**config.mk**
```make
export PLATFORM = sky130hd
export DESIGN_NAME = uart_rx_deserializer
export DESIGN_NICKNAME = d
export VERILOG_FILES = /design/src/rtl/uart_rx_deserializer.sv
export SDC_FILE = /design/constraint.sdc
export NUM_CORES = 1
export LEC_CHECK = 0
export ABC_AREA = 1
export ABC_CLOCK_PERIOD_IN_PS = 1700
export CAP_MARGIN = 0
export CORE_MARGIN = 2
export CORE_UTILIZATION = 54
export CTS_BUF_LIST = sky130_fd_sc_hd__clkbuf_4 sky130_fd_sc_hd__clkbuf_8
export DETAILED_ROUTE_END_ITERATION = 10
export HOLD_SLACK_MARGIN = 0.06
export PLACE_DENSITY = 0.79
export SYNTH_ARGS = -nofsm -noshare
export SYNTH_HDL_FRONTEND = slang
export SYNTH_SLANG_ARGS = --single-unit
export TNS_END_PERCENT = 5
```
**constraint.sdc**
```tcl
create_clock -name WB_CLK -period 1.7 [get_ports WB_CLK]
set_input_delay 0.17 -clock WB_CLK [delete_from_list [all_inputs] [get_ports WB_CLK]]
set_output_delay 0.17 -clock WB_CLK [all_outputs]
set_load 0.1 [all_outputs]
```
**src/rtl/uart_rx_deserializer.sv**
```systemverilog
// UART receive front end: input synchronizer, 16x baud tick generator and a
// start/data/parity/stop frame assembler feeding a valid/ready output register.
module uart_rx_deserializer #(
  parameter int DIV_WIDTH   = 16,
  parameter int SYNC_STAGES = 2
) (
  input  logic                 WB_CLK,
  input  logic                 WB_RST_N,
  input  logic                 UART_SIN_i,
  input  logic [DIV_WIDTH-1:0] Divisor_i,
  input  logic [1:0]           Word_Len_i,
  input  logic                 Parity_En_i,
  input  logic                 Even_Parity_i,
  input  logic                 Stick_Parity_i,
  output logic [7:0]           Rx_Data_o,
  output logic                 Rx_PE_o,
  output logic                 Rx_FE_o,
  output logic                 Rx_BI_o,
  output logic                 Rx_Valid_o,
  input  logic                 Rx_Ready_i,
  output logic                 Rx_Overrun_o,
  output logic                 Rx_Busy_o
);

  typedef enum logic [2:0] {
    S_IDLE, S_START, S_DATA, S_PARITY, S_STOP, S_WAIT_MARK
  } state_t;

  logic [SYNC_STAGES-1:0] sync_q, sync_d;
  logic [DIV_WIDTH-1:0]   cnt_q, cnt_d;
  state_t                 state_q, state_d;
  logic [3:0]             sc_q, sc_d;
  logic [2:0]             bc_q, bc_d;
  logic [7:0]             shreg_q, shreg_d;
  logic [1:0]             len_q, len_d;
  logic                   pen_q, pen_d, even_q, even_d, stick_q, stick_d;
  logic                   fpe_q, fpe_d, pbit_q, pbit_d;
  logic [7:0]             rx_data_q, rx_data_d;
  logic                   rx_pe_q, rx_pe_d, rx_fe_q, rx_fe_d, rx_bi_q, rx_bi_d;
  logic                   rx_valid_q, rx_valid_d, rx_ovr_q, rx_ovr_d;

  logic sin_s, tick, done, fe_new, bi_new, exp_par;
  logic [3:0] sc_inc;

  assign sin_s = sync_q[SYNC_STAGES-1];
  assign sc_inc = sc_q + 4'd1;

  always_comb begin
    sync_d = {sync_q[SYNC_STAGES-2:0], UART_SIN_i};
  end

  // Compare with >= so a divisor lowered below the running count still wraps promptly.
  always_comb begin
    tick  = 1'b0;
    cnt_d = cnt_q + DIV_WIDTH'(1);
    if (Divisor_i == '0) begin
      cnt_d = '0;
    end else if (cnt_q >= Divisor_i - DIV_WIDTH'(1)) begin
      tick  = 1'b1;
      cnt_d = '0;
    end
  end

  always_comb begin
    state_d = state_q;
    sc_d    = sc_q;
    bc_d    = bc_q;
    shreg_d = shreg_q;
    len_d   = len_q;
    pen_d   = pen_q;
    even_d  = even_q;
    stick_d = stick_q;
    fpe_d   = fpe_q;
    pbit_d  = pbit_q;
    done    = 1'b0;
    fe_new  = 1'b0;
    bi_new  = 1'b0;
    exp_par = stick_q ? ~even_q : (^shreg_q) ^ even_q ^ 1'b1;
    if (tick) begin
      case (state_q)
        S_IDLE: begin
          if (!sin_s) begin
            state_d = S_START;
            sc_d    = '0;
            bc_d    = '0;
            shreg_d = '0;
            fpe_d   = 1'b0;
            pbit_d  = 1'b0;
            len_d   = Word_Len_i;
            pen_d   = Parity_En_i;
            even_d  = Even_Parity_i;
            stick_d = Stick_Parity_i;
          end
        end
        S_START: begin
          if (sc_q == 4'd7) begin
            state_d = sin_s ? S_IDLE : S_DATA;
            sc_d    = '0;
          end else begin
            sc_d = sc_inc;
          end
        end
        S_DATA: begin
          sc_d = sc_inc;
          if (sc_q == 4'd15) begin
            shreg_d[bc_q] = sin_s;
            bc_d          = bc_q + 3'd1;
            if (bc_q == 3'd4 + {1'b0, len_q}) begin
              state_d = pen_q ? S_PARITY : S_STOP;
            end
          end
        end
        S_PARITY: begin
          sc_d = sc_inc;
          if (sc_q == 4'd15) begin
            pbit_d  = sin_s;
            fpe_d   = sin_s ^ exp_par;
            state_d = S_STOP;
          end
        end
        S_STOP: begin
          sc_d = sc_inc;
          if (sc_q == 4'd15) begin
            done    = 1'b1;
            fe_new  = ~sin_s;
            bi_new  = (shreg_q == 8'd0) && !(pen_q && pbit_q) && !sin_s;
            state_d = sin_s ? S_IDLE : S_WAIT_MARK;
          end
        end
        S_WAIT_MARK: begin
          if (sin_s) state_d = S_IDLE;
        end
        default: state_d = S_IDLE;
      endcase
    end
  end

  // A completed frame is only taken if the holding register is empty or draining this cycle.
  always_comb begin
    rx_data_d  = rx_data_q;
    rx_pe_d    = rx_pe_q;
    rx_fe_d    = rx_fe_q;
    rx_bi_d    = rx_bi_q;
    rx_valid_d = rx_valid_q;
    rx_ovr_d   = 1'b0;
    if (rx_valid_q && Rx_Ready_i) rx_valid_d = 1'b0;
    if (done) begin
      if (!rx_valid_q || Rx_Ready_i) begin
        rx_data_d  = shreg_q;
        rx_pe_d    = fpe_q;
        rx_fe_d    = fe_new;
        rx_bi_d    = bi_new;
        rx_valid_d = 1'b1;
      end else begin
        rx_ovr_d = 1'b1;
      end
    end
  end

  always_ff @(posedge WB_CLK or negedge WB_RST_N) begin
    if (!WB_RST_N) begin
      sync_q     <= '1;
      cnt_q      <= '0;
      state_q    <= S_IDLE;
      sc_q       <= '0;
      bc_q       <= '0;
      shreg_q    <= '0;
      len_q      <= '0;
      pen_q      <= 1'b0;
      even_q     <= 1'b0;
      stick_q    <= 1'b0;
      fpe_q      <= 1'b0;
      pbit_q     <= 1'b0;
      rx_data_q  <= '0;
      rx_pe_q    <= 1'b0;
      rx_fe_q    <= 1'b0;
      rx_bi_q    <= 1'b0;
      rx_valid_q <= 1'b0;
      rx_ovr_q   <= 1'b0;
    end else begin
      sync_q     <= sync_d;
      cnt_q      <= cnt_d;
      state_q    <= state_d;
      sc_q       <= sc_d;
      bc_q       <= bc_d;
      shreg_q    <= shreg_d;
      len_q      <= len_d;
      pen_q      <= pen_d;
      even_q     <= even_d;
      stick_q    <= stick_d;
      fpe_q      <= fpe_d;
      pbit_q     <= pbit_d;
      rx_data_q  <= rx_data_d;
      rx_pe_q    <= rx_pe_d;
      rx_fe_q    <= rx_fe_d;
      rx_bi_q    <= rx_bi_d;
      rx_valid_q <= rx_valid_d;
      rx_ovr_q   <= rx_ovr_d;
    end
  end

  assign Rx_Data_o    = rx_data_q;
  assign Rx_PE_o      = rx_pe_q;
  assign Rx_FE_o      = rx_fe_q;
  assign Rx_BI_o      = rx_bi_q;
  assign Rx_Valid_o   = rx_valid_q;
  assign Rx_Overrun_o = rx_ovr_q;
  assign Rx_Busy_o    = (state_q != S_IDLE);

endmodule

```
==> metrics.txt <==
outcome finished with violations; failing checks negative setup slack; worst slew pin tran 473.1 ps; Crit path required time 1910 ps; arrival time worst endpoint 2610 ps; Root Driver clkbuf_8; Ports 39; Layout Skew 18.13 ps; Die ar. 7799 um2; Cell Area, Synth 3839 um2; P&R area growth vs syn 38.14%; clk_lat worst skew 330 ps; half-perimeter wire length after placement 6649 um; Max-cap violations 0; # diodes 0; fin. max-slew vios 0; cell taking the most area after synthesis dfrtp_1; CTS buffer count 5; Finished Core Util 0.7762; Peak VDD IR 1.242 mV; GRT overflow 0; crit start category input port; Total Wirelength 9493 um; final setup TNS -32350 ps; dominant combinational cell family by area after synthesis simple AND/OR/NAND/NOR gates; initial core utilization 0.5619; nets 638; DR WL/cell 13.84 um; CORE AREA 6832 um2; max_slew headroom 0.6846; main flop type after synthesis dfrtp_1; maximum net fanout on the critical path 6; Max Freq 0.4162 GHz; DR pass1 iterations 4; Synth top area share 0.3520; compound-gate portion of the synthesized area 0.08866; global-route usage over all layers 0.2474; final setup margin -702.8 ps; Netlist cell types 42; register area share after synthesis 0.3657; minimum clock period 2403 ps; post-synth net total 522; asr flop ratio synth 1.000; Hold WC Path Type in -> reg; antenna violations before repair 0; Crit Path Class in -> reg; Final Cycle Share 1.413; XOR/XNOR share of the synthesized area 0.07529; Final GP Congestion 0.8580; largest net degree at the start of global routing 29; drt initial violations 188; final non-filler cell area 5303 um2; Syn. warnings 0; die height 88.31 um; first-pass GRT wire length 15260 um; placed instance area 4777 um2; CTS Sinks 56; Vias 3525; Final Setup Violations 54; Critical Path Sink Type register; #FFs+latches synth 56; Cell Rows 30; largest cells by area after synthesis dfrtp_1 (35%), nand2_1 (9.9%), ha_1 (7.8%); Worst-path clk slew 90 ps; vias in the first global route 3552; number of synthesized flops with an enable pin 0; Post-Syn Instances 473; Pwr per Cell Area 1062 nW/um2; CTS HTree Levels 2; Final Hold Fails 0; antenna viol nets, final 0; Post-Synth Simple-Gate Area 0.3031; TritonCTS clock tree yes; clock buffer depth 2; post-synthesis mux area share 0; Register-to-Register Setup Slack -270 ps; drc violations 0; Post-Synth Adder-Cell Area 0.07823; Vias/cell 5.138; setup repair after global routing missed its margin true; Die W 88.31 um; Pleak 2.616 nW; Port Buffers 38; share of post-route cells with drive strength above 1 0.3763; syn avg cell area 8.116 um2
-- final cells by class --
cell class,instances,area [um2]
clock buffers,6,82.58
clock inverters,2,13.76
fillers,458,1529
inverters,71,275.3
multi-input cells,339,2395
flip-flops and latches,56,1404
well taps,96,120.1
repair buffers,116,1012
-- kinds of logic after synthesis --
| group | after synthesis |
|---|---|
| simple gates | 233 |
| xor+xnor | 33 |
| buf+inv | 79 |
| fa+ha+maj | 24 |
| flops | 56 |
| compound gates | 48 |
-- layout by cell type, fill, tap and decap left out, types with 4 or more instances in the layout --
| master | n |
|---|---|
| o21ai_1 | 8 |
| buf_6 | 10 |
| nor2_4 | 12 |
| inv_2 | 12 |
| a21oi_1 | 8 |
| buf_2 | 4 |
| nor2_2 | 8 |
| nor2_1 | 37 |
| buf_4 | 79 |
| ha_4 | 4 |
| buf_12 | 6 |
| dfrtp_1 | 54 |
| nand3_1 | 16 |
| nand2_2 | 21 |
| o21bai_2 | 6 |
| clkbuf_8 | 6 |
| nor4_1 | 5 |
| nand4_1 | 9 |
| xnor2_1 | 8 |
| o21ai_2 | 14 |
| nand2_4 | 9 |
| nand3_2 | 5 |
| inv_1 | 55 |
| xor2_1 | 23 |
| nor3_1 | 15 |
| nand3_4 | 4 |
| clkdlybuf4s50_1 | 13 |
| ha_1 | 20 |
| nand2_1 | 83 |
-- path summary, 6_finish.rpt --
| kind | cells past startpoint | end | from |
|---|---|---|---|
| max | 21 | pbit_q | Divisor_i[2] |
| min | 1 | sync_q[0] | UART_SIN_i |
| max reg2reg | 11 | pbit_q | cnt_q[11] |
| min reg2reg | 0 | sync_q[1] | sync_q[0] |
| max in group asynchronous | 3 | sync_q[0] | WB_RST_N |
| min in group asynchronous | 2 | Rx_Data_o[2] | WB_RST_N |
-- repair_timing --
item | in CTS | in global routing
hold buffers | 1 | 0
buffers inserted | 11 | 7
pin swaps | 21 | 24
setup endpoints to repair | 54 | 55
resized for setup | 53 | 48
cloned | 1 | 0
endpoints found under the hold margin | 18 | 0
-- power breakdown --
part | switching [mW] | leakage (nW) | total, mW | internal, mW
logic | 1.71 | 1.82 | 2.98 | 1.27
registers | 0.216 | 0.740 | 1.86 | 1.64
clock network | 0.463 | 0.0516 | 0.797 | 0.335
-- synthesized netlist by cell type (8+ instances only) --
cell / count
a21oi_1: 11
dfrtp_1: 54
ha_1: 24
inv_1: 60
inv_2: 10
nand2_1: 101
nand2_2: 10
nand3_1: 22
nand4_1: 9
nor2_1: 41
nor2_2: 13
nor3_1: 16
o21ai_2: 13
xnor2_1: 8
xor2_1: 25
-- metrics by stage --
step | hold WS, ps | power (mW) | setup slack (ps) | instances
global placement | 145.6 | 4.518 | -1299 | 658
global route | 282.1 | 6.079 | -842.6 | 686
finish | 254.6 | 5.633 | -702.8 | 686
detailed placement | 157.1 | 4.629 | -1439 | 658
CTS | 251.9 | 5.518 | -724.1 | 679
floorplan | -125.6 | 3.651 | -641.8 | 473
-- worst max-delay path, stage by stage --
cell and delay [ps]:
buf_6 100, nor2_4 80, nand4_1 150, nor2_2 190
nand2_2 110, nor2_4 110, nand2_2 80, nor2_4 110
buf_6 120, xor2_4 60, ha_4 300, nand2_4 70
nor3_4 180, nand2_2 80, nand2_4 150, nand3_4 160
buf_4 180, inv_2 50, nand2_2 50, nand2_1 60
nand2_1 50
-- layer usage --
| layer | track usage | routed length (um) | share of wire | vias up |
|---|---|---|---|---|
| met1 | 0.2993 | 3943 | 0.42 | 1692 |
| li1 | - | - | - | 1744 |
| met3 | 0.03078 | 342 | 0.036 | 13 |
| met4 | 0.07025 | 135 | 0.014 | 0 |
| met2 | 0.4607 | 5072 | 0.53 | 76 |
| met5 | 0 | 0 | 0 | - |
-- flip-flops by register name, indices dropped and copies added (netlist names) --
name	count
pen_q	1
pbit_q	1
len_q	2
sc_q	4
sync_q	2
fpe_q	1
even_q	1
Rx_Valid_o	1
cnt_q	16
Rx_Overrun_o	1
bc_q	3
state_q	3
stick_q	1
Rx_BI_o	1
Rx_PE_o	1
Rx_Data_o	8
Rx_FE_o	1
shreg_q	8
Note: power is estimated with default switching activity, not from simulation.
